`config.mk`:
```
export PLATFORM = sky130hd
export DESIGN_NAME = commit_control_flat
export DESIGN_NICKNAME = d
export VERILOG_FILES = /design/src/rtl/commit_control_pkg.sv /design/src/rtl/commit_control_if.sv /design/src/rtl/commit_control_cc_unit.sv /design/src/rtl/commit_control.sv /design/src/flat_wrapper.sv
export SDC_FILE = /design/constraint.sdc
export NUM_CORES = 1
export LEC_CHECK = 0
export ABC_AREA = 1
export CORE_MARGIN = 3
export CORE_UTILIZATION = 50
export DETAILED_ROUTE_END_ITERATION = 6
export DONT_BUFFER_PORTS = 1
export SETUP_SLACK_MARGIN = 0.2
export SYNTH_ARGS = -nofsm -noshare
export SYNTH_HDL_FRONTEND = slang
export SYNTH_HIERARCHICAL = 1
export SYNTH_SLANG_ARGS = --single-unit
```
`constraint.sdc`:
```
create_clock -name clk -period 5.7 [get_ports clk]
set_input_delay 0.285 -clock clk [delete_from_list [all_inputs] [get_ports clk]]
set_output_delay 0.285 -clock clk [all_outputs]
set_load 0.02 [all_outputs]
```
`src/rtl/commit_control_pkg.sv`:
```
// Shared LC-3b types for the commit stage: opcodes, register index,
// commit FSM states and the flush-length limits.
package commit_control_pkg;

  typedef enum logic [3:0] {
    OP_BR   = 4'b0000,
    OP_ADD  = 4'b0001,
    OP_LDB  = 4'b0010,
    OP_STB  = 4'b0011,
    OP_JSR  = 4'b0100,
    OP_AND  = 4'b0101,
    OP_LDR  = 4'b0110,
    OP_STR  = 4'b0111,
    OP_RTI  = 4'b1000,
    OP_NOT  = 4'b1001,
    OP_LDI  = 4'b1010,
    OP_STI  = 4'b1011,
    OP_JMP  = 4'b1100,
    OP_SHF  = 4'b1101,
    OP_LEA  = 4'b1110,
    OP_TRAP = 4'b1111
  } lc3b_opcode;

  typedef logic [2:0] lc3b_reg;

  typedef enum logic [1:0] {
    RUN   = 2'd0,
    LDI2  = 2'd1,
    STI2  = 2'd2,
    FLUSH = 2'd3
  } commit_state_t;

  localparam int FLUSH_CYCLES_MIN = 1;
  localparam int FLUSH_CYCLES_MAX = 15;
  localparam int FLUSH_CNT_WIDTH  = 4;

  localparam lc3b_reg CC_RESET = 3'b010;

  // Opcodes that write the register file and also update the condition codes.
  function automatic logic writes_reg_and_cc(input lc3b_opcode op);
    logic w;
    case (op)
      OP_ADD, OP_AND, OP_NOT, OP_SHF, OP_LEA, OP_LDR, OP_LDB: w = 1'b1;
      default: w = 1'b0;
    endcase
    return w;
  endfunction

endpackage

```
`src/rtl/commit_control_if.sv`:
```
// Bundle of ROB-head, regfile, fetch, memory and predictor signals seen by
// the commit controller (slave) and by its surroundings (master).
interface commit_control_if
  import commit_control_pkg::*;
#(
  parameter int DATA_WIDTH = 16,
  parameter int TAG_WIDTH  = 3,
  parameter int CNT_WIDTH  = 32
);
  logic                  head_valid;
  lc3b_opcode            head_opcode;
  lc3b_reg               head_dest;
  logic [DATA_WIDTH-1:0] head_value;
  logic                  head_predict;
  logic [TAG_WIDTH-1:0]  head_addr;
  logic [TAG_WIDTH-1:0]  rat_tag;
  logic [DATA_WIDTH-1:0] trap_reg;
  logic                  dmem_resp;

  lc3b_reg               rf_dest;
  logic [DATA_WIDTH-1:0] rf_value;
  logic                  rf_ld_value;
  logic                  rf_ld_busy;
  logic                  rob_re;
  logic                  ldstr_re;
  logic                  dmem_write;
  logic                  flush;
  logic                  pcmux_sel;
  logic [DATA_WIDTH-1:0] new_pc;
  logic                  pred_ld;
  logic                  pred_taken;
  logic [CNT_WIDTH-1:0]  cnt_retired;
  logic [CNT_WIDTH-1:0]  cnt_branch;
  logic [CNT_WIDTH-1:0]  cnt_mispredict;

  modport slave (
    input  head_valid, head_opcode, head_dest, head_value, head_predict,
           head_addr, rat_tag, trap_reg, dmem_resp,
    output rf_dest, rf_value, rf_ld_value, rf_ld_busy, rob_re, ldstr_re,
           dmem_write, flush, pcmux_sel, new_pc, pred_ld, pred_taken,
           cnt_retired, cnt_branch, cnt_mispredict
  );

  modport master (
    output head_valid, head_opcode, head_dest, head_value, head_predict,
           head_addr, rat_tag, trap_reg, dmem_resp,
    input  rf_dest, rf_value, rf_ld_value, rf_ld_busy, rob_re, ldstr_re,
           dmem_write, flush, pcmux_sel, new_pc, pred_ld, pred_taken,
           cnt_retired, cnt_branch, cnt_mispredict
  );
endinterface

```
`src/rtl/commit_control_cc_unit.sv`:
```
// Condition-code register for commit: derives nzp from the written value and
// compares the stored nzp against a branch's nzp mask.
module commit_cc_unit
  import commit_control_pkg::*;
#(
  parameter int DATA_WIDTH = 16
) (
  input  logic                  clk,
  input  logic                  reset_n,
  input  logic                  cc_load,
  input  logic [DATA_WIDTH-1:0] cc_value,
  input  lc3b_reg               br_nzp,
  output logic                  br_taken
);

  lc3b_reg cc_d;
  lc3b_reg cc_q;

  function automatic lc3b_reg gencc(input logic [DATA_WIDTH-1:0] value);
    lc3b_reg nzp;
    if (value[DATA_WIDTH-1]) begin
      nzp = 3'b100;
    end else if (value == {DATA_WIDTH{1'b0}}) begin
      nzp = 3'b010;
    end else begin
      nzp = 3'b001;
    end
    return nzp;
  endfunction

  // Next condition code: new nzp on load, otherwise hold.
  always_comb begin
    cc_d = cc_q;
    if (cc_load) begin
      cc_d = gencc(cc_value);
    end else begin
      cc_d = cc_q;
    end
  end

  // Condition-code register.
  always_ff @(posedge clk) begin
    if (!reset_n) begin
      cc_q <= CC_RESET;
    end else begin
      cc_q <= cc_d;
    end
  end

  // Branches only see codes retired in earlier cycles.
  assign br_taken = |(cc_q & br_nzp);

endmodule

```
`src/rtl/commit_control.sv`:
```
// In-order retirement controller at the ROB head: register writeback, CC
// update, branch resolution with flush, store handshake and LDI/STI sequencing.
module commit_control
  import commit_control_pkg::*;
#(
  parameter int DATA_WIDTH   = 16,
  parameter int TAG_WIDTH    = 3,
  parameter int FLUSH_CYCLES = 1,
  parameter int CNT_WIDTH    = 32
) (
  input logic             clk,
  input logic             reset_n,
  commit_control_if.slave bus
);

  localparam int FLUSH_LEN = (FLUSH_CYCLES < FLUSH_CYCLES_MIN) ? FLUSH_CYCLES_MIN :
                             (FLUSH_CYCLES > FLUSH_CYCLES_MAX) ? FLUSH_CYCLES_MAX :
                             FLUSH_CYCLES;

  logic                  head_valid_s;
  lc3b_opcode            head_opcode_s;
  lc3b_reg               head_dest_s;
  logic [DATA_WIDTH-1:0] head_value_s;
  logic                  head_predict_s;
  logic [TAG_WIDTH-1:0]  head_addr_s;
  logic [TAG_WIDTH-1:0]  rat_tag_s;
  logic [DATA_WIDTH-1:0] trap_reg_s;
  logic                  dmem_resp_s;
  logic                  tag_match_s;
  logic                  br_taken_s;

  commit_state_t              state_d, state_q;
  logic [FLUSH_CNT_WIDTH-1:0] flush_cnt_d, flush_cnt_q;
  logic [CNT_WIDTH-1:0]       cnt_retired_d, cnt_retired_q;
  logic [CNT_WIDTH-1:0]       cnt_branch_d, cnt_branch_q;
  logic [CNT_WIDTH-1:0]       cnt_mispredict_d, cnt_mispredict_q;

  lc3b_reg               rf_dest_s;
  logic [DATA_WIDTH-1:0] rf_value_s;
  logic                  rf_ld_value_s;
  logic                  rf_ld_busy_s;
  logic                  rob_re_s;
  logic                  ldstr_re_s;
  logic                  dmem_write_s;
  logic                  flush_s;
  logic                  pcmux_sel_s;
  logic [DATA_WIDTH-1:0] new_pc_s;
  logic                  pred_ld_s;
  logic                  pred_taken_s;
  logic                  cc_load_s;
  logic                  branch_s;
  logic                  redirect_s;

  assign head_valid_s   = bus.head_valid;
  assign head_opcode_s  = bus.head_opcode;
  assign head_dest_s    = bus.head_dest;
  assign head_value_s   = bus.head_value;
  assign head_predict_s = bus.head_predict;
  assign head_addr_s    = bus.head_addr;
  assign rat_tag_s      = bus.rat_tag;
  assign trap_reg_s     = bus.trap_reg;
  assign dmem_resp_s    = bus.dmem_resp;
  assign tag_match_s    = (rat_tag_s == head_addr_s);

  function automatic logic [CNT_WIDTH-1:0] sat_inc(input logic [CNT_WIDTH-1:0] v);
    return (v == {CNT_WIDTH{1'b1}}) ? v : v + CNT_WIDTH'(1);
  endfunction

  commit_cc_unit #(
    .DATA_WIDTH(DATA_WIDTH)
  ) u_cc (
    .clk      (clk),
    .reset_n  (reset_n),
    .cc_load  (cc_load_s),
    .cc_value (rf_value_s),
    .br_nzp   (head_dest_s),
    .br_taken (br_taken_s)
  );

  // Next-state and all retirement outputs; reset forces every output low.
  always_comb begin
    state_d       = state_q;
    flush_cnt_d   = flush_cnt_q;
    rf_dest_s     = 3'b000;
    rf_value_s    = {DATA_WIDTH{1'b0}};
    rf_ld_value_s = 1'b0;
    rf_ld_busy_s  = 1'b0;
    rob_re_s      = 1'b0;
    ldstr_re_s    = 1'b0;
    dmem_write_s  = 1'b0;
    flush_s       = 1'b0;
    pcmux_sel_s   = 1'b0;
    new_pc_s      = {DATA_WIDTH{1'b0}};
    pred_ld_s     = 1'b0;
    pred_taken_s  = 1'b0;
    cc_load_s     = 1'b0;
    branch_s      = 1'b0;
    redirect_s    = 1'b0;

    if (!reset_n) begin
      state_d     = RUN;
      flush_cnt_d = {FLUSH_CNT_WIDTH{1'b0}};
    end else begin
      case (state_q)
        RUN: begin
          if (head_valid_s) begin
            rf_dest_s  = head_dest_s;
            rf_value_s = (head_opcode_s == OP_TRAP) ? trap_reg_s : head_value_s;
            if (writes_reg_and_cc(head_opcode_s)) begin
              rf_ld_value_s = 1'b1;
              rf_ld_busy_s  = tag_match_s;
              cc_load_s     = 1'b1;
              rob_re_s      = 1'b1;
            end else begin
              case (head_opcode_s)
                OP_JSR: begin
                  rf_ld_value_s = 1'b1;
                  rf_ld_busy_s  = tag_match_s;
                  rob_re_s      = 1'b1;
                end
                OP_BR: begin
                  pred_ld_s    = 1'b1;
                  pred_taken_s = br_taken_s;
                  rob_re_s     = 1'b1;
                  branch_s     = 1'b1;
                  redirect_s   = (br_taken_s != head_predict_s);
                end
                OP_TRAP: begin
                  rf_ld_value_s = 1'b1;
                  rf_ld_busy_s  = tag_match_s;
                  rob_re_s      = 1'b1;
                  redirect_s    = 1'b1;
                end
                OP_STR, OP_STB: begin
                  dmem_write_s = 1'b1;
                  rob_re_s     = dmem_resp_s;
                  ldstr_re_s   = dmem_resp_s;
                end
                OP_LDI: begin
                  rob_re_s = 1'b1;
                  state_d  = LDI2;
                end
                OP_STI: begin
                  rob_re_s = 1'b1;
                  state_d  = STI2;
                end
                default: begin
                  state_d = RUN;
                end
              endcase
            end
            // The redirecting instruction itself still retires this cycle.
            if (redirect_s) begin
              flush_s     = 1'b1;
              pcmux_sel_s = 1'b1;
              new_pc_s    = head_value_s;
              if (FLUSH_LEN > 1) begin
                state_d     = FLUSH;
                flush_cnt_d = FLUSH_CNT_WIDTH'(FLUSH_LEN - 1);
              end else begin
                state_d = RUN;
              end
            end else begin
              flush_cnt_d = flush_cnt_q;
            end
          end else begin
            state_d = RUN;
          end
        end
        LDI2: begin
          if (head_valid_s) begin
            rf_dest_s     = head_dest_s;
            rf_value_s    = head_value_s;
            rf_ld_value_s = 1'b1;
            rf_ld_busy_s  = tag_match_s;
            cc_load_s     = 1'b1;
            rob_re_s      = 1'b1;
            state_d       = RUN;
          end else begin
            state_d = LDI2;
          end
        end
        STI2: begin
          dmem_write_s = 1'b1;
          if (dmem_resp_s) begin
            rob_re_s   = 1'b1;
            ldstr_re_s = 1'b1;
            state_d    = RUN;
          end else begin
            state_d = STI2;
          end
        end
        FLUSH: begin
          flush_s = 1'b1;
          if (flush_cnt_q <= FLUSH_CNT_WIDTH'(1)) begin
            state_d     = RUN;
            flush_cnt_d = {FLUSH_CNT_WIDTH{1'b0}};
          end else begin
            flush_cnt_d = flush_cnt_q - FLUSH_CNT_WIDTH'(1);
          end
        end
        default: begin
          state_d     = RUN;
          flush_cnt_d = {FLUSH_CNT_WIDTH{1'b0}};
        end
      endcase
    end
  end

  // Saturating performance counters.
  always_comb begin
    cnt_retired_d    = cnt_retired_q;
    cnt_branch_d     = cnt_branch_q;
    cnt_mispredict_d = cnt_mispredict_q;
    if (rob_re_s) begin
      cnt_retired_d = sat_inc(cnt_retired_q);
    end else begin
      cnt_retired_d = cnt_retired_q;
    end
    if (branch_s) begin
      cnt_branch_d = sat_inc(cnt_branch_q);
    end else begin
      cnt_branch_d = cnt_branch_q;
    end
    if (branch_s && redirect_s) begin
      cnt_mispredict_d = sat_inc(cnt_mispredict_q);
    end else begin
      cnt_mispredict_d = cnt_mispredict_q;
    end
  end

  // FSM, flush countdown and counter registers.
  always_ff @(posedge clk) begin
    if (!reset_n) begin
      state_q          <= RUN;
      flush_cnt_q      <= {FLUSH_CNT_WIDTH{1'b0}};
      cnt_retired_q    <= {CNT_WIDTH{1'b0}};
      cnt_branch_q     <= {CNT_WIDTH{1'b0}};
      cnt_mispredict_q <= {CNT_WIDTH{1'b0}};
    end else begin
      state_q          <= state_d;
      flush_cnt_q      <= flush_cnt_d;
      cnt_retired_q    <= cnt_retired_d;
      cnt_branch_q     <= cnt_branch_d;
      cnt_mispredict_q <= cnt_mispredict_d;
    end
  end

  assign bus.rf_dest        = rf_dest_s;
  assign bus.rf_value       = rf_value_s;
  assign bus.rf_ld_value    = rf_ld_value_s;
  assign bus.rf_ld_busy     = rf_ld_busy_s;
  assign bus.rob_re         = rob_re_s;
  assign bus.ldstr_re       = ldstr_re_s;
  assign bus.dmem_write     = dmem_write_s;
  assign bus.flush          = flush_s;
  assign bus.pcmux_sel      = pcmux_sel_s;
  assign bus.new_pc         = new_pc_s;
  assign bus.pred_ld        = pred_ld_s;
  assign bus.pred_taken     = pred_taken_s;
  assign bus.cnt_retired    = cnt_retired_q;
  assign bus.cnt_branch     = cnt_branch_q;
  assign bus.cnt_mispredict = cnt_mispredict_q;

endmodule

```
`src/flat_wrapper.sv`:
```
// flat-port wrapper written by rule: the top's interface ports become plain ports
module commit_control_flat import commit_control_pkg::*;
#(
  parameter int DATA_WIDTH   = 16,
  parameter int TAG_WIDTH    = 3,
  parameter int FLUSH_CYCLES = 1,
  parameter int CNT_WIDTH    = 32
)
  (clk, reset_n, bus_head_valid, bus_head_opcode, bus_head_dest, bus_head_value, bus_head_predict, bus_head_addr, bus_rat_tag, bus_trap_reg, bus_dmem_resp, bus_rf_dest, bus_rf_value, bus_rf_ld_value, bus_rf_ld_busy, bus_rob_re, bus_ldstr_re, bus_dmem_write, bus_flush, bus_pcmux_sel, bus_new_pc, bus_pred_ld, bus_pred_taken, bus_cnt_retired, bus_cnt_branch, bus_cnt_mispredict);
  commit_control_if #(.DATA_WIDTH(DATA_WIDTH), .TAG_WIDTH(TAG_WIDTH), .CNT_WIDTH(CNT_WIDTH)) bus_i ();
  input logic clk;
  input logic reset_n;
  input wire logic [$bits(bus_i.head_valid)-1:0] bus_head_valid;
  input wire logic [$bits(bus_i.head_opcode)-1:0] bus_head_opcode;
  input wire logic [$bits(bus_i.head_dest)-1:0] bus_head_dest;
  input wire logic [$bits(bus_i.head_value)-1:0] bus_head_value;
  input wire logic [$bits(bus_i.head_predict)-1:0] bus_head_predict;
  input wire logic [$bits(bus_i.head_addr)-1:0] bus_head_addr;
  input wire logic [$bits(bus_i.rat_tag)-1:0] bus_rat_tag;
  input wire logic [$bits(bus_i.trap_reg)-1:0] bus_trap_reg;
  input wire logic [$bits(bus_i.dmem_resp)-1:0] bus_dmem_resp;
  output wire logic [$bits(bus_i.rf_dest)-1:0] bus_rf_dest;
  output wire logic [$bits(bus_i.rf_value)-1:0] bus_rf_value;
  output wire logic [$bits(bus_i.rf_ld_value)-1:0] bus_rf_ld_value;
  output wire logic [$bits(bus_i.rf_ld_busy)-1:0] bus_rf_ld_busy;
  output wire logic [$bits(bus_i.rob_re)-1:0] bus_rob_re;
  output wire logic [$bits(bus_i.ldstr_re)-1:0] bus_ldstr_re;
  output wire logic [$bits(bus_i.dmem_write)-1:0] bus_dmem_write;
  output wire logic [$bits(bus_i.flush)-1:0] bus_flush;
  output wire logic [$bits(bus_i.pcmux_sel)-1:0] bus_pcmux_sel;
  output wire logic [$bits(bus_i.new_pc)-1:0] bus_new_pc;
  output wire logic [$bits(bus_i.pred_ld)-1:0] bus_pred_ld;
  output wire logic [$bits(bus_i.pred_taken)-1:0] bus_pred_taken;
  output wire logic [$bits(bus_i.cnt_retired)-1:0] bus_cnt_retired;
  output wire logic [$bits(bus_i.cnt_branch)-1:0] bus_cnt_branch;
  output wire logic [$bits(bus_i.cnt_mispredict)-1:0] bus_cnt_mispredict;
  assign bus_i.head_valid = bus_head_valid;
  assign bus_i.head_opcode = bus_head_opcode;
  assign bus_i.head_dest = bus_head_dest;
  assign bus_i.head_value = bus_head_value;
  assign bus_i.head_predict = bus_head_predict;
  assign bus_i.head_addr = bus_head_addr;
  assign bus_i.rat_tag = bus_rat_tag;
  assign bus_i.trap_reg = bus_trap_reg;
  assign bus_i.dmem_resp = bus_dmem_resp;
  assign bus_rf_dest = bus_i.rf_dest;
  assign bus_rf_value = bus_i.rf_value;
  assign bus_rf_ld_value = bus_i.rf_ld_value;
  assign bus_rf_ld_busy = bus_i.rf_ld_busy;
  assign bus_rob_re = bus_i.rob_re;
  assign bus_ldstr_re = bus_i.ldstr_re;
  assign bus_dmem_write = bus_i.dmem_write;
  assign bus_flush = bus_i.flush;
  assign bus_pcmux_sel = bus_i.pcmux_sel;
  assign bus_new_pc = bus_i.new_pc;
  assign bus_pred_ld = bus_i.pred_ld;
  assign bus_pred_taken = bus_i.pred_taken;
  assign bus_cnt_retired = bus_i.cnt_retired;
  assign bus_cnt_branch = bus_i.cnt_branch;
  assign bus_cnt_mispredict = bus_i.cnt_mispredict;
  commit_control #(.DATA_WIDTH(DATA_WIDTH), .TAG_WIDTH(TAG_WIDTH), .FLUSH_CYCLES(FLUSH_CYCLES), .CNT_WIDTH(CNT_WIDTH)) u_core (.clk(clk), .reset_n(reset_n), .bus(bus_i));
endmodule
```
Yosys cells after proc, flatten, opt, wreduce, memory -nomap -nowiden
Cells that the tools add are included.

word-level totals
  flip-flop bits (word level) = 105
  logic and storage cells = 137

operators by class
  magnitude comparators = 1
  reductions and logical operators = 15
  mux-type cells = 83
  bitwise logic cells = 4
  equal/unequal tests = 24
  add/subtract/negate cells = 4

operator list
  operator                                                                number
  16-bit 2-to-1 mux                                                       8
  32-bit by 1-bit adder with 32-bit output (second input constant)        3
  32-bit equality test (second input constant)                            3
  1-bit 2-to-1 mux                                                        52
  16-bit one-hot mux with 2 select lines                                  1
  4-bit equality test (second input constant)                             6
  4-bit by 3-bit equality test with 1-bit output (second input constant)  4
  16-bit logical NOT                                                      1
  1-bit one-hot mux with 2 select lines                                   8
  2-bit 2-to-1 mux                                                        6
  3-bit 2-to-1 mux                                                        4
  5-bit OR reduction                                                      2
  4-bit by 2-bit equality test with 1-bit output (second input constant)  2
  4-bit != test (second input constant)                                   2
  2-bit one-hot mux with 4 select lines                                   1
  7-bit OR reduction                                                      1
  2-bit one-hot mux with 3 select lines                                   1
  2-bit AND reduction                                                     3
  2-bit OR reduction                                                      3
  2-bit equality test (second input constant)                             2
  4-bit by 1-bit equality test with 1-bit output (second input constant)  1
  4-bit by 1-bit <= comparator with 1-bit output (second input constant)  1
  4-bit logical NOT                                                       1
  4-bit 2-to-1 mux                                                        1
  12 further kinds                                                        14

Depth between registers and ports, before layout
  word-level depth = 15
  gate-level depth with buffers = 14
  mapped depth without buffers = 13

By module
Netlist, hierarchy kept.

by module, submodules not included
  module          times used  cells each  area each (µm²)
  commit_control  1           1,247       7,308.3
  commit_cc_unit  1           33          190.2

Worst setup path after synthesis
No wires, ideal clock.

  path type = flip-flop to flip-flop
  from = register u_core.state_q[0]
  to = register u_core.u_cc.cc_q[0]
  buffers on the path = 2
  period minus slack after synthesis = 2,285 ps
  cell stages (with the launch flop) = 15
  data required time = 5,634 ps
  path slack = 3,415 ps
  data arrival time = 2,219 ps
  path through = dfxtp_1 -> inv_1 -> ha_1 -> nand2_1 -> inv_2 -> buf_2 -> buf_1 -> nand3_1 -> a21oi_1 -> nor2_1 -> nand2_1 -> nor2_2 -> nand2_1 -> nand2_1 -> a21oi_2

on the way
  cells in the longest elaborated chain, start to end = 6
  elaborated cells on any way between the ends = 9
  those cells by class = eq/ne (1); mux (6); reduce/logical (2)

RTL lines
  item                                                                                        RTL line                      source
  from (decl)                                                                                 commit_control.sv:32          commit_state_t state_d, state_q;
  from (signal assigned)                                                                      commit_control.sv:241         state_q <= state_d;
  2-bit by 1-bit equality test with 1-bit output / 2-bit logical NOT (equally long branches)  commit_control.sv:104         case (state_q)
  16-bit one-hot mux with 2 select lines *                                                    commit_control.sv:104
  16-bit 2-to-1 mux *                                                                         commit_control.sv:100         if (!reset_n) begin
  via bus_rf_value[10]                                                                        flat_wrapper.sv:23            output wire logic [$bits(bus_i.rf_value)-1:0] bus_rf_value;
  16-bit logical NOT *                                                                        commit_control_cc_unit.sv:23  end else if (value == {DATA_WIDTH{1'b0}}) begin
  2-bit 2-to-1 mux *                                                                          commit_control_cc_unit.sv:23
  3-bit 2-to-1 mux *                                                                          commit_control_cc_unit.sv:21  if (value[DATA_WIDTH-1]) begin
  to (signal assigned)                                                                        commit_control_cc_unit.sv:44  cc_q <= CC_RESET;
  to (signal assigned)                                                                        commit_control_cc_unit.sv:46  cc_q <= cc_d;
  to (decl)                                                                                   commit_control_cc_unit.sv:17  lc3b_reg cc_q;

The timed path passes the listed nets; every way through them passes the cells marked *.
A chain may end at the register's enable or synchronous reset.

Final worst setup path
  from = register u_core.state_q[0]
  to = output bus_rf_value[15]

on the way
  cells in the longest elaborated chain, start to end = 3
  elaborated cells on any way between the ends = 4
  those cells by class = eq/ne (1); mux (2); reduce/logical (1)

RTL lines
  item                                                                                        RTL line
  2-bit by 1-bit equality test with 1-bit output / 2-bit logical NOT (equally long branches)  commit_control.sv:104
  16-bit one-hot mux with 2 select lines *                                                    commit_control.sv:104
  16-bit 2-to-1 mux *                                                                         commit_control.sv:100
  to (decl)                                                                                   flat_wrapper.sv:23

Mark *: on every way between the ends. The rest lies on a longest branch, timed or not.

==> results.sh <==
export IMPL_path_buf_inv=2
export IMPL_synthSimpleGateAreaFrac_pct=47.9
export IMPL_drt_iter0_drc=615
export IMPL_cts_setup_buffers=0
export IMPL_drt_antenna_violating_nets=0
export IMPL_finalHoldViolations=0
export IMPL_synthesis_area_mm2=0.00750
export IMPL_finalSetupViolCount=0
export IMPL_rr_startpoint="u_core/state_q[0]"
export IMPL_grt_pass1_vias=7002
export IMPL_die_y_um=128
export IMPL_antenna_found_initial=0
export IMPL_synthArstFlopShare_pct=0
export IMPL_period_minus_slack_ps=2990
export IMPL_cp_max_fo=24
export IMPL_synth_edf_count=0
export IMPL_clock_fmax_ghz=0.335
export IMPL_seqCellArea_mm2=0.00210
export IMPL_clock_skew_final_ps=6.78
export IMPL_area_growth_pct=4.66
export IMPL_synth_area_leaders="dfxtp_1, nand2_1, nor2_1"
export IMPL_wl_mm=21.5
export IMPL_cpPeakStageDelay_ps=480
export IMPL_htree_levels=3
export IMPL_path_clk_slew_ps=70
export IMPL_power_density_mw_per_mm2=202
export IMPL_critPathRequiredTime_ps=5410
export IMPL_worstSetupStartpoint="u_core/state_q[0]"
export IMPL_multiInputGateArea_mm2=0.00477
export IMPL_dp_slack_ps=2760
export IMPL_cap_viol_max_count=0
export IMPL_cts_hold_buffers=0
export IMPL_setup_slack_ps=2710
export IMPL_cts_root_buf="clkbuf_16"
export IMPL_layout_drive_gt1_share_pct=5.01
export IMPL_ys_flop_type="dfxtp_1"
export IMPL_grt_usage_pct=25.6
export IMPL_grt_first_pass_wirelength_mm=35.1
export IMPL_via_per_inst=5.35
export IMPL_synthXorXnorAreaFrac_pct=4.44
export IMPL_vdd_ir_drop_max_mv=0.156
export IMPL_layout_commonest_cell="nand2_1"
export IMPL_yosysTopAreaCell="dfxtp_1"
export IMPL_fp_dieW_um=128
export IMPL_synth_top_family_by_area="simple AND/OR/NAND/NOR gates"
export IMPL_drtPass1Iterations=5
export IMPL_cts_tree="yes"
export IMPL_timing_slew_headroom_pct=25.2
export IMPL_cts_resized_gates=0
export IMPL_p_leak_nw=2.76
export IMPL_wl_per_cell_um=14.9
export IMPL_synth_nets=1340
export IMPL_core_area_mm2=0.0146
export IMPL_synthAdderAreaFrac_pct=1.67
export IMPL_ctsLongestPathBuffers=2
export IMPL_grt_ovfl_total=0
export IMPL_yosysWarnings=6
export IMPL_clock_latency_ps=360
export IMPL_min_path_type="in -> reg"
export IMPL_endpoint_kind="output port"
export IMPL_dieArea_mm2=0.0165
export IMPL_final_cell_mix="nand2_1, nor2_1, a21oi_1, dfxtp_1, inv_1"
export IMPL_fill_cells=1579
export IMPL_worst_pin_slew_ps=1110
export IMPL_ys_seq_elements=105
export IMPL_hold_ws_ps=47.5
export IMPL_postSynthAreaPerCell_um2=5.86
export IMPL_crit_path_cell_trace="inv_1 > ha_1 > nand2_1 > inv_2 > a21boi_1 > or2_2 > a21oi_1"
export IMPL_routabilityCongestion=0.922
export IMPL_post_route_period_util_pct=52.4
export IMPL_ys_types=39
export IMPL_port_buffers=0
export IMPL_layout_nets=1313
export IMPL_worstHoldStart="reset_n"
export IMPL_criticalPathCategory="reg -> out"
export IMPL_start_kind="flop"
export IMPL_dp_hpwl_mm=15.7
export IMPL_initial_utilization_pct=51.4
export IMPL_clock_sinks=105
export IMPL_n_antenna_cell=0
export IMPL_yosysTopAreaCellShare_pct=28.0
export IMPL_row_count=44
export IMPL_tns_ps=0
export IMPL_yosysSeqAreaShare_pct=28.0
export IMPL_status="completed"
export IMPL_num_io_pins=190
export IMPL_path_delay_family="compound AO/OA/AOI/OAI gates"
export IMPL_synthCells=1280
export IMPL_grt_max_degree=82
export IMPL_rsz0062_at_grt="no"
export IMPL_synth_compound_area_share_pct=9.59
export IMPL_synth_mux_area_share_pct=0
export IMPL_slew_viol_final=0
export IMPL_vias=7719
export IMPL_crit_arrival_ps=2700
export IMPL_slowest_stage="a21oi_1"
export IMPL_cts_buffers_inserted=9
export IMPL_drc=0
-- sequential cells by signal, summed over array words and instances, names as in the netlist --
signal,count
u_core/state_q,2
u_core/bus.cnt_branch,32
u_core/u_cc/cc_q,3
u_core/bus.cnt_mispredict,32
u_core/bus.cnt_retired,32
u_core/flush_cnt_q,4
-- final cells by class --
type | instances | share of cell area (%)
clock buffers | 12 | 3.40
multi-input cells | 1025 | 60.8
well taps | 184 | 2.93
flip-flops and latches | 105 | 26.8
clock inverters | 4 | 0.622
repair buffers | 3 | 0.287
inverters | 109 | 5.21
-- worst paths after layout --
kind,to,slack [ps],depth (start not counted)
max,bus_rf_value[15],2710,7
min,u_core/bus.cnt_mispredict[19],50,2
max reg2reg,u_core/u_cc/cc_q[0],2720,13
min reg2reg,u_core/u_cc/cc_q[0],480,2
-- synthesized netlist by cell type (all sizes together) (21+ instances only) --
cell type  instances
a21oi            106
inv              108
nand3b            27
o21ai             27
nor2             209
dfxtp            105
nor3              27
nand4             41
clkbuf            21
xor2              28
nand2            465
nand3             48
-- logic make-up (layout without fill, tap and decap cells) --
family | Yosys count | in the layout
xor+xnor | 38 | 38
flops | 105 | 105
compound gates | 140 | 140
buf+inv | 150 | 128
simple gates | 837 | 837
fa+ha+maj | 10 | 10
-- power breakdown --
part	internal (mW)	switching (mW)	leakage, nW
sequential	0.739	0.00957	0.846
combinational	0.0405	0.124	1.75
clock	0.377	0.292	0.159
total	1.16	0.425	2.76
-- metrics by stage --
step           std cells  util [%]  cell area, um^2  power [mW]
6_report            1442      53.8             7850        1.58
4_1_cts             1442      53.8             7850        1.60
3_3_place_gp        1426      51.6             7530       0.930
3_5_place_dp        1426      51.6             7530       0.930
2_1_floorplan       1280         -             7500       0.904
5_1_grt             1442      53.8             7850        1.65
-- worst reg2reg max path, stage by stage (launching register included) --
cell and delay, ps:
dfxtp_1 410, inv_1 90, ha_1 240, nand2_1 160, inv_2 200, a21boi_1 780, or2_2 240, a21oi_1 170
nor2_1 190, nand2_1 100, nor2_2 140, nand2_1 60, nand2_1 70, a21oi_2 50
-- layer usage --
layer  share of wire (%)  up-vias  track usage, %
li1                    -     4010               -
met1                  45     3467            35.1
met2                  46      228            40.6
met3                 7.7       14            7.10
met4                0.90        0            5.31
met5                   0        -               0
(Power assumes the default switching activity.)
